## src/rtl/ram_mport_sync_pkg.sv

```systemverilog
// Shared types and constants for the multi-read-port synchronous RAM.
// Optional byte-enable build is selected with RAM_MPORT_BYTE_WE_EN.
package ram_pkg;

  typedef enum logic {
    CLEAR = 1'b0,
    READY = 1'b1
  } ram_state_e;

  localparam int MAX_NUM_RD = 8;

  // Word count for a given address width; a zero-width address still means one word.
  function automatic int ram_depth(input int aw);
    if (aw <= 0) begin
      return 1;
    end
    return 1 << aw;
  endfunction

endpackage

```

## src/rtl/ram_mport_sync_rd_port.sv

```systemverilog
// One registered read port: write-first bypass mux, data register, valid register.
// r_data holds its last value whenever no read is issued.
module ram_rd_port #(
  parameter int ADDR_WIDTH = 3,
  parameter int DATA_WIDTH = 8
) (
  input  logic                  clk,
  input  logic                  rst_n,
  input  logic                  i_en,
  input  logic [ADDR_WIDTH-1:0] i_addr,
  input  logic [DATA_WIDTH-1:0] i_mem_word,
  input  logic                  i_wr_en,
  input  logic [ADDR_WIDTH-1:0] i_wr_addr,
  input  logic [DATA_WIDTH-1:0] i_wr_data,
  input  logic [DATA_WIDTH-1:0] i_wr_mask,
  output logic [DATA_WIDTH-1:0] o_data,
  output logic                  o_valid
);

  logic                  w_hit;
  logic [DATA_WIDTH-1:0] w_word;
  logic [DATA_WIDTH-1:0] r_data;
  logic                  r_valid;

  // A same-cycle write to our address wins, merged bitwise with the stored word.
  assign w_hit  = i_wr_en && (i_wr_addr == i_addr);
  assign w_word = w_hit ? ((i_mem_word & ~i_wr_mask) | (i_wr_data & i_wr_mask))
                        : i_mem_word;

  always_ff @(posedge clk) begin
    if (!rst_n) begin
      r_data  <= '0;
      r_valid <= 1'b0;
    end else begin
      r_valid <= i_en;
      if (i_en) begin
        r_data <= w_word;
      end
    end
  end

  assign o_data  = r_data;
  assign o_valid = r_valid;

endmodule

```

## src/rtl/ram_mport_sync.sv

```systemverilog
// Multi-read-port synchronous RAM with a post-reset clear engine.
// Define RAM_MPORT_BYTE_WE_EN to add the per-byte write enable port w_be.
module ram_mport_sync
  import ram_pkg::*;
#(
  parameter int ADDR_WIDTH = 3,
  parameter int DATA_WIDTH = 8,
  parameter int NUM_RD     = 2
) (
  input  logic                           clk,
  input  logic                           rst_n,
  input  logic                           w_en,
  input  logic [ADDR_WIDTH-1:0]          w_addr,
  input  logic [DATA_WIDTH-1:0]          w_data,
`ifdef RAM_MPORT_BYTE_WE_EN
  input  logic [DATA_WIDTH/8-1:0]        w_be,
`endif
  output logic                           w_ready,
  input  logic [NUM_RD-1:0]              r_en,
  input  logic [NUM_RD*ADDR_WIDTH-1:0]   r_addr,
  output logic [NUM_RD*DATA_WIDTH-1:0]   r_data,
  output logic [NUM_RD-1:0]              r_valid,
  output logic                           init_done,
  output logic                           o_dbg_state
);

  localparam int DEPTH = ram_depth(ADDR_WIDTH);
  localparam logic [ADDR_WIDTH-1:0] LAST_ADDR = ADDR_WIDTH'(DEPTH - 1);

  logic [DATA_WIDTH-1:0] r_mem [DEPTH];
  ram_state_e            r_state;
  logic [ADDR_WIDTH-1:0] r_clr_ptr;
  logic                  r_init_done;

  logic                  w_is_ready;
  logic                  w_wr_act;
  logic [DATA_WIDTH-1:0] w_wmask;

  assign w_is_ready = (r_state == READY);
  assign w_wr_act   = w_is_ready && w_en;

`ifdef RAM_MPORT_BYTE_WE_EN
  always_comb begin
    w_wmask = '0;
    for (int b = 0; b < DATA_WIDTH / 8; b++) begin
      w_wmask[b*8 +: 8] = {8{w_be[b]}};
    end
  end
`else
  assign w_wmask = '1;
`endif

  // Clear walks every address once, then the RAM stays READY until the next reset.
  always_ff @(posedge clk) begin
    if (!rst_n) begin
      r_state     <= CLEAR;
      r_clr_ptr   <= '0;
      r_init_done <= 1'b0;
    end else begin
      case (r_state)
        CLEAR: begin
          r_clr_ptr <= r_clr_ptr + ADDR_WIDTH'(1);
          if (r_clr_ptr == LAST_ADDR) begin
            r_state     <= READY;
            r_init_done <= 1'b1;
          end
        end
        READY: begin
          r_state <= READY;
        end
        default: begin
          r_state <= CLEAR;
        end
      endcase
    end
  end

  always_ff @(posedge clk) begin
    if (rst_n) begin
      if (r_state == CLEAR) begin
        r_mem[r_clr_ptr] <= '0;
      end else if (w_wr_act) begin
        r_mem[w_addr] <= (r_mem[w_addr] & ~w_wmask) | (w_data & w_wmask);
      end
    end
  end

  for (genvar gi = 0; gi < NUM_RD; gi++) begin : g_rd
    logic [ADDR_WIDTH-1:0] w_port_addr;
    assign w_port_addr = r_addr[gi*ADDR_WIDTH +: ADDR_WIDTH];

    ram_rd_port #(
      .ADDR_WIDTH (ADDR_WIDTH),
      .DATA_WIDTH (DATA_WIDTH)
    ) u_rd (
      .clk        (clk),
      .rst_n      (rst_n),
      .i_en       (r_en[gi] && w_is_ready),
      .i_addr     (w_port_addr),
      .i_mem_word (r_mem[w_port_addr]),
      .i_wr_en    (w_wr_act),
      .i_wr_addr  (w_addr),
      .i_wr_data  (w_data),
      .i_wr_mask  (w_wmask),
      .o_data     (r_data[gi*DATA_WIDTH +: DATA_WIDTH]),
      .o_valid    (r_valid[gi])
    );
  end

  assign init_done   = r_init_done;
  assign w_ready     = r_init_done;
  assign o_dbg_state = (r_state == READY);

endmodule

```

## config.mk

```make
export PLATFORM = sky130hd
export DESIGN_NAME = ram_mport_sync
export DESIGN_NICKNAME = d
export VERILOG_FILES = /design/src/rtl/ram_mport_sync_pkg.sv /design/src/rtl/ram_mport_sync_rd_port.sv /design/src/rtl/ram_mport_sync.sv
export SDC_FILE = /design/constraint.sdc
export NUM_CORES = 1
export LEC_CHECK = 0
export CAP_MARGIN = 0
export CORE_MARGIN = 10
export CORE_UTILIZATION = 51
export CTS_CLUSTER_SIZE = 8
export DETAILED_ROUTE_END_ITERATION = 7
export GPL_TIMING_DRIVEN = 0
export PLACE_DENSITY = 0.73
export SLEW_MARGIN = 30
export SYNTH_ARGS = -nofsm -noshare
export SYNTH_HDL_FRONTEND = slang
export SYNTH_SLANG_ARGS = --single-unit
```

## constraint.sdc

```tcl
create_clock -name clk -period 2.6 [get_ports clk]
set_clock_uncertainty 0.15 [all_clocks]
set_input_delay 0.52 -clock clk [delete_from_list [all_inputs] [get_ports clk]]
set_output_delay 0.52 -clock clk [all_outputs]
set_load 0.1 [all_outputs]
```

* Word level (Yosys, flattened, before mapping) *
Memories as Yosys holds them, arrays and structs flattened. A register that Yosys moved wholly into a read port is not among the register bits.
Index checks and enable logic that the tools add are counted.

storage, ports and cells
  bits in read-only memories = 0
  word-level logic and storage cells = 28
  memory bits (writable) = 64
  output and inout bits = 21
  register bits after elaboration = 7
  memories kept = 1
  bits of input ports = 22
  latch bits = 0

memory list
  memory  words  bits a word  rd ports  clocked after Yosys merged registers in  write ports  RTL line              text
  r_mem   8      8            2         2                                        1            ram_mport_sync.sv:30  logic [DATA_WIDTH-1:0] r_mem [DEPTH];

cells by class
  reduce and logical (&&, ||, !) cells = 7
  div/mod/pow operators = 0
  add/subtract/negate cells = 1
  $mul = 0
  shift-type cells = 0
  muxes and demuxes = 12
  $lt $le $gt $ge = 0
  equality and inequality tests = 1
  bitwise logic cells = 1

operators with widths
  kind                                                           number
  1-bit two-way mux                                              9
  8-bit two-way mux                                              1
  8-bit OR reduction                                             1
  3-bit by 1-bit adder with 3-bit output, second input constant  1
  3-bit equality test, second input constant                     1
  1-bit logical AND                                              3
  3-bit two-way mux                                              1
  1-bit zero test                                                2
  1-bit case mux with 2 select lines                             1
  2-bit AND reduction                                            1
  1-bit NOT                                                      1

* Depth between registers and ports, before layout *
Gate-level depths: netlist (run 1).

  depth after elaboration = 7
  gate-level depth with buffers = 8
  depth with buffers taken out = 5

* Hierarchy *
A second synthesis (run 1) with hierarchy kept.

unflattened totals
  cells, all modules = 328
  area total of the unflattened synthesis = 4734.5 um2

by module, submodules not included
  module          area each (um2)  cells each  instances  sequential area each (um2)
  ram_mport_sync  3453.3           180         1          2021.9
  ram_rd_port     640.6            74          2          180.2

* Worst setup path before layout (run 1) *
Ideal clock, no wire load.

  path type = register -> register
  start point = register r_state (netlist: o_dbg_state)
  end point = memory r_mem[6][0] (enable)
  clock period less this slack = 2.695 ns
  path buffers = 3
  required time = 2.080 ns
  data arrival time = 2.175 ns
  stages on the path, launching flop included = 8
  slack = -0.095 ns
  library setup time = 0.370 ns
  cells stage by stage = dfxtp_1 -> buf_6 -> and3_1 -> buf_6 -> buf_4 -> and3_1 -> a31oi_1 -> nor2_1

on the way
  cells in the longest elaborated chain, start to end = 7
  elaborated cells on any way between the ends = 11
  those cells by class = mux: 9; reduce/logical: 2

ends and longest elaborated chain
  what                                                                     RTL line              text
  from (decl)                                                              ram_mport_sync.sv:31  ram_state_e r_state;
  from (signal assigned)                                                   ram_mport_sync.sv:56  r_state <= CLEAR;
  from (signal assigned)                                                   ram_mport_sync.sv:64  r_state <= READY;
  from (signal assigned)                                                   ram_mport_sync.sv:69  r_state <= READY;
  1-bit logical AND                                                        ram_mport_sync.sv:40  assign w_wr_act = w_is_ready && w_en;
  1-bit two-way mux                                                        ram_mport_sync.sv:82  end else if (w_wr_act) begin
  1-bit two-way mux                                                        ram_mport_sync.sv:80  if (r_state == CLEAR) begin
  1-bit two-way mux                                                        ram_mport_sync.sv:79  if (rst_n) begin
  1-bit two-way mux (not written as such)                                  ram_mport_sync.sv:83  r_mem[w_addr] <= (r_mem[w_addr] & ~w_wmask) | (w_data & w_wmask);
  8-bit OR reduction (no line)                                             --
  3-bit two-way mux (no line) / 1-bit two-way mux (equally long branches)  --
  to (decl)                                                                ram_mport_sync.sv:30

Parallel ways exist; a longest one is shown, timed or not.

* Worst setup path in the final report (run 1) *
  start point = register g_rd[0].u_rd.r_data[7], read port of r_mem
  end point = output r_data[7]

RTL lines
  what         RTL line                      text
  from (decl)  ram_mport_sync_rd_port.sv:22  logic [DATA_WIDTH-1:0] r_data;
  to (decl)    ram_mport_sync.sv:21          output logic [NUM_RD*DATA_WIDTH-1:0] r_data,

No word-level cell between the ends.

==> results of run 1 <==
sequential cells by signal, summed over array words and instances, names as in the netlist:
| signal | cells |
|---|---|
| r_clr_ptr | 3 |
| r_mem | 64 |
| o_dbg_state | 1 |
| g_rd.u_rd.o_data | 16 |
| init_done | 1 |
| g_rd.u_rd.o_valid | 2 |
cell usage after synthesis, drive strengths merged:
| cell | count | area [um2] |
|---|---|---|
| o221ai | 9 | 78.8 |
| mux2 | 8 | 90.1 |
| and3 | 7 | 43.8 |
| a22oi | 8 | 60.1 |
| nor2b | 5 | 31.3 |
| a21boi | 4 | 30.0 |
| a211oi | 1 | 12.5 |
| and2 | 2 | 12.5 |
| o21ai | 11 | 66.3 |
| o211ai | 2 | 15.0 |
| dfxtp | 23 | 460 |
| nor2 | 16 | 60.1 |
| a32oi | 2 | 17.5 |
| nor3b | 1 | 7.51 |
| buf | 14 | 97.6 |
| nor4 | 1 | 21.3 |
| nand4 | 3 | 18.8 |
| nand2 | 19 | 71.3 |
| ha | 2 | 25.0 |
| o31ai | 1 | 7.51 |
| nand2b | 6 | 37.5 |
| nor3 | 3 | 15.0 |
| mux2i | 12 | 120 |
| a31oi | 4 | 25.0 |
| edfxtp | 64 | 1920 |
| o2111ai | 1 | 8.76 |
| xnor2 | 1 | 8.76 |
| inv | 13 | 48.8 |
| or3 | 1 | 11.3 |
| o21a | 2 | 15.0 |
| mux4 | 32 | 721 |
| a221oi | 1 | 8.76 |
| a21oi | 1 | 5.00 |
| clkbuf | 7 | 26.3 |
| o211a | 1 | 17.5 |
| nand3 | 2 | 10.0 |
power breakdown:
| group | internal [W] | switching (W) | total (W) |
|---|---|---|---|
| clock network | 0.000357 | 0.000517 | 0.000874 |
| logic | 0.000139 | 0.000171 | 0.000310 |
| registers | 0.00151 | 0.0000232 | 0.00154 |
| total | 0.00201 | 0.000711 | 0.00272 |
kinds of logic (layout without fill, tap and decap cells):
family | Yosys count | after routing
xor+xnor | 1 | 1
flops | 87 | 87
mux | 52 | 52
buf+inv | 34 | 93
simple gates | 66 | 66
fa+ha+maj | 2 | 2
compound gates | 48 | 48
final cells by class:
class | instances | area, um2
inverter | 13 | 48.8
buffer | 21 | 128
clock buffer | 9 | 124
sequential | 87 | 2380
tap | 105 | 131
clock inverter | 7 | 55.1
timing repair buffer | 43 | 427
multi-input combinational | 169 | 1740
fill | 604 | 3100
layer usage:
layer	vias up	track usage	share of wire
li1	1259	-	-
met1	1428	0.211	0.38
met2	156	0.298	0.52
met3	19	0.0455	0.089
met4	0	0.0506	0.016
met5	-	0	0
per-stage QoR:
step	hold slack [ns]	area, um2
3_5_place_dp	0.307	4760
2_1_floorplan	0.381	4230
3_3_place_gp	0.297	4750
6_report	0.337	5030
5_1_grt	0.368	5030
4_1_cts	0.332	4950
what timing repair did:
action	CTS	global route
gates resized for setup	9	16
pin swaps	0	2
endpoints found under the setup margin	72	75
setup buffers	0	4
placed cells by master (no fill, tap or decap), types with 7 or more instances in the layout:
cell             Yosys  routed
mux2i_1             12      12
edfxtp_1            64      64
nor2_1              16       8
o21ai_0             10       9
a22oi_1              8       8
dfxtp_1             23      22
mux2_2               8       8
mux4_2              32      32
inv_1               13      13
nand2_1             19      19
and3_1               7       7
nor2_4               0       8
clkdlybuf4s50_1      0      35
clkbuf_8             0       9
o221ai_1             9       9
buf_4                6      10
worst max-delay path by stage:
| stage | startpoint | slack, ns | to |
|---|---|---|---|
| 3_5_place_dp | rst_n | -0.74 | r_mem[1][3] |
| 2_1_floorplan | o_dbg_state | 0.23 | r_mem[6][0] |
| 6_report | g_rd[0].u_rd.o_data[7] | 0.06 | r_data[7] |
| 3_3_place_gp | rst_n | -0.69 | r_mem[0][3] |
| 4_1_cts | rst_n | -0.10 | r_mem[6][7] |
| 5_1_grt | g_rd[1].u_rd.o_data[5] | 0.02 | r_data[13] |
==> flow_summary.json, run 1 <==
{
  "status": "finished clean",
  "relSlewSlack": 0.341,
  "synth_seq_area_share": 0.563,
  "tightestPinTransition_ns": 0.986,
  "core_um2": 8130,
  "hold_viol": 0,
  "die_h_um": 111,
  "drive_above_1_share": 0.261,
  "post-place-ws_ns": -0.737,
  "p_total_w": 0.00272,
  "crit_path_max_fanout": 2,
  "vias": 2862,
  "numPortBuffers": 39,
  "slowest_stage": "clkdlybuf4s50_1",
  "initial_core_util": 0.520,
  "slew_viol_final": 0,
  "grt_usage": 0.174,
  "finalWeightedCongestion": 0.927,
  "syn_area_per_cell_um2": 14.6,
  "r2r-start": "o_dbg_state",
  "viasPerCell": 6.30,
  "final_cells": 454,
  "drtIter0Drc": 282,
  "grt_pass1_vias": 2875,
  "drv_cap": 0,
  "hpwl_um": 7230,
  "cts_sinks": 87,
  "routed_wl_um": 11000,
  "synth_fp_nets": 314,
  "min_to": "g_rd[0].u_rd.o_data[6]",
  "crit_chain": "clkdlybuf4s50_1",
  "power_density_nw_per_um2": 541,
  "fmax_ghz": 0.394,
  "synth_top_family_by_area": "multiplexers",
  "wire_per_inst_um": 24.1,
  "cts_made_buffers": 9,
  "hold_path.startpoint": "g_rd[0].u_rd.o_data[6]",
  "irDropWorstVdd_v": 0.000309,
  "pin_count": 43,
  "grt_max_degree": 17,
  "worstReg2RegEnd": "r_mem[7][7]",
  "synth_xor_area_frac": 0.00207,
  "syn_inst": 290,
  "fin_crit_ns": 2.54,
  "dr.pass1.iters": 6,
  "setup_tns_ns": 0,
  "critPathMaxStageDelay_ns": 1.15,
  "synth_adder_area_share": 0.00592,
  "endpoint_kind": "output port",
  "antenna_found_initial": 0,
  "clk_latency_ns": 0.35,
  "overflow": 0,
  "cts-root-buf": "clkbuf_8",
  "final_antenna_net_count": 0,
  "critPathTopFamily": "buffers and inverters",
  "fin_crit_sh": 0.976,
  "synth_cell_type_count": 40,
  "power_leakage_nw": 1.65,
  "cp-start-kind": "flop",
  "yosys_warnings": 0,
  "rrSetupSlack_ns": 0.28,
  "worstSetupPathType": "reg -> out",
  "synth-compound-area-share": 0.0870,
  "final_util": 0.619,
  "drc": 0,
  "whs_path_depth": 2,
  "synth_simple_gate_area_frac": 0.0805,
  "die_area_um2": 12300,
  "ff2ff_path_depth": 5,
  "hold_class": "reg -> reg",
  "syn_area_um2": 4230,
  "grt_pass1_wl_um": 16500,
  "fin_ws_ns": 0.0627,
  "postCtsHoldBufs": 0,
  "required_ns": 1.93,
  "synthMuxAreaShare": 0.220,
  "dp.cells": 434,
  "layout.nets": 368,
  "cts_tree": "yes",
  "worst-path-buf-inv": 1,
  "insertedDiodeCount": 0,
  "area_delta_synth_final_pct": 19.1,
  "worst_ep_arrival_time_ns": 1.87,
  "cts_max_level": 3,
  "clock_tree.buffer_depth": 2,
  "die_w_um": 111,
  "ys_seq_elements": 87,
  "critical_path_depth": 1,
  "rows": 33,
  "setup_viol": 0,
  "cts.reportedPaths.clkPinSlew_ns": 0.09,
  "rsz0062_at_grt": "no"
}
Power figures use the tool's default switching activity.
==> run 2, diff against run 1 <==
- CORE_UTILIZATION: 51 -> 57
- CTS_CLUSTER_SIZE: 8 -> not set
- PLACE_DENSITY: 0.73 -> 0.8
==> flow_summary.json, run 2 (same netlist as run 1, synthesis figures left out) <==
{
  "die_area_um2": 11300,
  "fin_crit_sh": 0.984,
  "post-route-cell-area_um2": 5040,
  "ff2ff_path_depth": 6,
  "final_antenna_net_count": 0,
  "overflow": 0,
  "final_cells": 448,
  "crit_path_max_fanout": 2,
  "insertedDiodeCount": 0,
  "mostFrequentLayoutCells": "edfxtp_1, clkdlybuf4s50_1, mux4_2",
  "cts_max_level": 3,
  "initial_core_util": 0.586,
  "n_fill_cell": 490,
  "postCtsHoldBufs": 0,
  "clkPwrFrac": 0.341,
  "cts_sinks": 87,
  "dp.cells": 428,
  "final_util": 0.699,
  "grt_pass1_wl_um": 16500,
  "fmax_ghz": 0.391,
  "cp-start-kind": "flop",
  "cts-root-buf": "clkbuf_8",
  "drtIter0Drc": 318,
  "rrSetupSlack_ns": 0.19,
  "grt_max_degree": 16,
  "rsz0062_at_grt": "no",
  "routed_wl_um": 11000,
  "hpwl_um": 7120,
  "comb_power_share": 0.110,
  "worstSetupPathType": "reg -> out",
  "largest_reg_flops": 64,
  "slowest_stage": "clkdlybuf4s50_1",
  "slew_viol_final": 0,
  "vias": 2907,
  "core_um2": 7210,
  "relSlewSlack": 0.331,
  "clock_tree.buffer_depth": 2,
  "tightestPinTransition_ns": 1.00,
  "dpl_cell_area_um2": 4750,
  "clk_latency_ns": 0.37,
  "endpoint_kind": "output port",
  "register_area_um2": 2380,
  "p_int_w": 0.00210,
  "worst-path-buf-inv": 1,
  "critPathMaxStageDelay_ns": 1.16,
  "p_total_w": 0.00280,
  "layout.nets": 368,
  "crit_chain": "clkdlybuf4s50_1",
  "drc": 0,
  "critical_path_depth": 1,
  "cts_tree": "yes",
  "status": "finished clean",
  "grt_usage": 0.196,
  "rows": 31,
  "drv_cap": 0,
  "setup_viol": 0,
  "worst_ep_arrival_time_ns": 1.89,
  "fin_crit_ns": 2.56,
  "power_leakage_nw": 1.70,
  "power_density_nw_per_um2": 556,
  "drive_above_1_share": 0.261,
  "grt_pass1_vias": 2984,
  "hold_viol": 0,
  "critPathTopFamily": "buffers and inverters",
  "wire_per_inst_um": 24.5,
  "area_delta_synth_final_pct": 19.3,
  "net-switching-power_w": 0.000705,
  "cts.reportedPaths.clkPinSlew_ns": 0.09,
  "numPortBuffers": 39,
  "irDropWorstVdd_v": 0.000480,
  "dr.pass1.iters": 5,
  "hold_class": "reg -> reg",
  "antenna_found_initial": 0,
  "final_common_cell": "edfxtp_1",
  "die_h_um": 106,
  "switching_share": 0.251,
  "whs_path_depth": 2,
  "top_register": "r_mem",
  "setup_tns_ns": 0,
  "die_w_um": 106,
  "p_seq_frac": 0.548,
  "required_ns": 1.93,
  "cts_made_buffers": 9,
  "multi_input_area_um2": 1730,
  "pin_count": 43,
  "finalWeightedCongestion": 0.876,
  "viasPerCell": 6.49
}
## run 2: cell types whose count changed in the layout (fill, tap and decap cells not counted)
cell,delta
dlymetal6s2s_1,+2
clkdlybuf4s50_1,-2
nor2_4,-1
clkinvlp_4,-1
inv_8,-1
nor2_2,+1
bufinv_16,+1
clkinv_2,+1
## run 2: cell type report
class                   count  share of cell area
plain buffers              21              0.0253
well taps                  99              0.0246
inverters                  13             0.00968
clock buffers               9              0.0246
multi-input cells         169               0.343
repair buffers             43              0.0856
flip-flops and latches     87               0.473
clock inverters             7              0.0141
## run 2: power by group through the flow
stage	logic (W)	registers (W)	clock network (W)
detailed placement	0.000294	0.00157	0
global route	0.000326	0.00154	0.00102
CTS	0.000305	0.00154	0.000958
global placement	0.000286	0.00156	0
floorplan	0.000188	0.00157	0
finish	0.000310	0.00154	0.000957
## run 2: layer usage
layer | global-route usage | share of wire | vias up
met5 | 0 | 0 | -
li1 | - | - | 1256
met2 | 0.327 | 0.51 | 196
met3 | 0.0477 | 0.095 | 24
met1 | 0.239 | 0.37 | 1431
met4 | 0.0851 | 0.020 | 0
## run 2: repair_timing
action	in CTS	in global routing
pin swaps	1	1
endpoints found under the setup margin	72	63
gates resized for setup	14	10
setup buffers	2	2
## run 2: per-stage QoR
step                hold WS [ns]  setup WS (ns)
global placement           0.300         -0.731
global route               0.349        0.00260
CTS                        0.327        -0.0571
finish                     0.326         0.0403
floorplan                  0.381          0.231
detailed placement         0.306         -0.687
## run 2: final timing paths
kind / from / to
hold / removal: g_rd[0].u_rd.o_data[6] / g_rd[0].u_rd.o_data[6]
hold reg to reg: g_rd[0].u_rd.o_data[6] / g_rd[0].u_rd.o_data[6]
setup reg to reg: o_dbg_state / r_mem[4][4]
setup / recovery: g_rd[0].u_rd.o_data[4] / r_data[4]
==> run 3, diff against run 2 <==
- ABC_AREA: not set -> 1
==> flow_summary.json, run 3 <==
{
  "final_common_cell": "nand2_1",
  "hold_path.startpoint": "g_rd[0].u_rd.o_data[5]",
  "initial_core_util": 0.582,
  "power_density_nw_per_um2": 549,
  "antenna_found_initial": 0,
  "yosysMostFrequentCell": "nand2_1",
  "cts_made_buffers": 9,
  "die_h_um": 109,
  "setup_viol": 25,
  "r2r-start": "o_dbg_state",
  "slew_viol_final": 0,
  "cts-root-buf": "clkbuf_8",
  "crit_path_max_fanout": 10,
  "die_area_um2": 11800,
  "grt_max_degree": 16,
  "insertedDiodeCount": 0,
  "wire_per_inst_um": 17.9,
  "viasPerCell": 5.90,
  "whs_path_depth": 2,
  "yosys_warnings": 0,
  "power_leakage_nw": 2.18,
  "fin_crit_ns": 2.68,
  "cts_max_level": 3,
  "rrSetupSlack_ns": 0.33,
  "register_area_um2": 2380,
  "synth_top_area_share": 0.430,
  "worstReg2RegEnd": "r_mem[4][4]",
  "min_to": "g_rd[0].u_rd.o_data[5]",
  "core_um2": 7690,
  "cts_sinks": 87,
  "worstSetupPathType": "in -> reg",
  "cts_tree": "yes",
  "final_cells": 712,
  "finalWeightedCongestion": 0.929,
  "yosysTopAreaCell": "edfxtp_1",
  "clk_latency_ns": 0.37,
  "worst_ep_arrival_time_ns": 2.53,
  "postCtsSetupBuffers": 0,
  "hold_class": "reg -> reg",
  "drv_cap": 0,
  "fin_crit_sh": 1.03,
  "vias": 4198,
  "irDropWorstVdd_v": 0.000315,
  "dp.cells": 696,
  "syn_area_per_cell_um2": 8.01,
  "n_fill_cell": 663,
  "ff2ff_path_depth": 7,
  "largest_reg_flops": 64,
  "net-switching-power_w": 0.000783,
  "postCtsHoldBufs": 0,
  "synth_fp_nets": 582,
  "tightestPinTransition_ns": 0.989,
  "cp-start-kind": "primary input",
  "p_int_w": 0.00206,
  "cts.reportedPaths.clkPinSlew_ns": 0.09,
  "area_delta_synth_final_pct": 15.6,
  "synth_area_leaders": "edfxtp_1, nand2_1, nand3_1, dfxtp_1, a21oi_1",
  "synthTopCellsByCount": "nand2_1, nand3_1, edfxtp_1, inv_2, dfxtp_1",
  "clkPwrFrac": 0.337,
  "switching_share": 0.276,
  "rsz0062_at_grt": "yes",
  "p_seq_frac": 0.534,
  "synth_cell_type_count": 19,
  "status": "finished, violations left",
  "setup_tns_ns": -1.41,
  "hold_ws_ns": 0.317,
  "drc": 0,
  "endpoint_kind": "flop",
  "hpwl_um": 9010,
  "required_ns": 2.45,
  "pin_count": 43,
  "violations": "setup timing",
  "relSlewSlack": 0.339,
  "grt_pass1_vias": 4010,
  "fin_ws_ns": -0.0771,
  "ys_async_sr_fraction": 0,
  "die_w_um": 109,
  "synth-edff-count": 64,
  "syn_area_um2": 4470,
  "final_antenna_net_count": 0,
  "synthFlopType": "edfxtp_1",
  "drive_above_1_share": 0.105,
  "rows": 32,
  "cts_resized": 3,
  "ys_seq_elements": 87,
  "layout.nets": 629,
  "multi_input_area_um2": 1810,
  "overflow": 0,
  "routed_wl_um": 12800,
  "top_register": "r_mem",
  "post-place-ws_ns": -0.431,
  "fmax_ghz": 0.374,
  "numPortBuffers": 36,
  "synth_seq_area_share": 0.533,
  "mostFrequentLayoutCells": "nand2_1, nand3_1, edfxtp_1",
  "grt_pass1_wl_um": 20000,
  "grt_usage": 0.218,
  "drtIter0Drc": 503,
  "dr.pass1.iters": 5,
  "syn_inst": 558,
  "clock_tree.buffer_depth": 2,
  "hold_viol": 0,
  "comb_power_share": 0.128
}
==> run 3: changes by cell type in the layout (fill, tap and decap cells not counted), sizes merged, moves of 11 or more <==
cell	previous run	this run
inv	15	43
a21oi	1	20
nand2	19	213
mux2i	12	0
mux4	32	0
nand3	2	141
clkbuf	16	27
==> run 3: power by group through the flow <==
stage	logic [W]	registers, W	clock network, W
finish	0.000365	0.00152	0.000959
global route	0.000398	0.00152	0.00103
CTS	0.000350	0.00152	0.000955
detailed placement	0.000347	0.00155	0
global placement	0.000341	0.00155	0
floorplan	0.000236	0.00155	0
==> run 3: how the worst max path moves through the flow <==
stage / from / end / depth (start not counted)
2_1_floorplan: o_dbg_state / r_mem[6][0] / 7
3_3_place_gp: rst_n / r_mem[0][5] / 6
3_5_place_dp: rst_n / r_mem[0][5] / 6
4_1_cts: rst_n / r_mem[0][5] / 6
5_1_grt: rst_n / r_mem[6][1] / 6
6_report: rst_n / r_mem[4][4] / 6
==> run 3: worst max-delay path: stages <==
cell             delay [ns]
clkdlybuf4s50_1        0.47
buf_4                  0.17
inv_2                  0.10
a21oi_1                0.34
nand3_1                0.26
nor2_1                 0.66
==> run 3: routing by layer <==
layer,part of all wire,global-route usage
met2,0.44,0.342
met1,0.39,0.280
met4,0.035,0.0989
met5,0,0
met3,0.14,0.0547
==> run 3: layout make-up <==
class,instances,area share
Inverter,42,0.0305
Timing Repair Buffer,36,0.0699
Sequential cell,87,0.461
Clock buffer,9,0.0240
Multi-Input combinational cell,400,0.351
Buffer,29,0.0254
Tap cell,102,0.0247
Clock inverter,7,0.0140
==> run 3: cell families after synthesis <==
| kind of cell | Yosys count | synth area share |
|---|---|---|
| compound gates | 24 | 0.0269 |
| flops | 87 | 0.533 |
| fa+ha+maj | 2 | 0.00560 |
| buf+inv | 71 | 0.0646 |
| simple gates | 374 | 0.370 |
==> run 3: metrics by stage <==
stage | cell area (um2) | power [W] | utilization
global route | 5170 | 0.00294 | 0.673
CTS | 5160 | 0.00282 | 0.671
global placement | 4960 | 0.00189 | 0.645
detailed placement | 4960 | 0.00190 | 0.645
finish | 5170 | 0.00284 | 0.673
floorplan | 4470 | 0.00179 | -
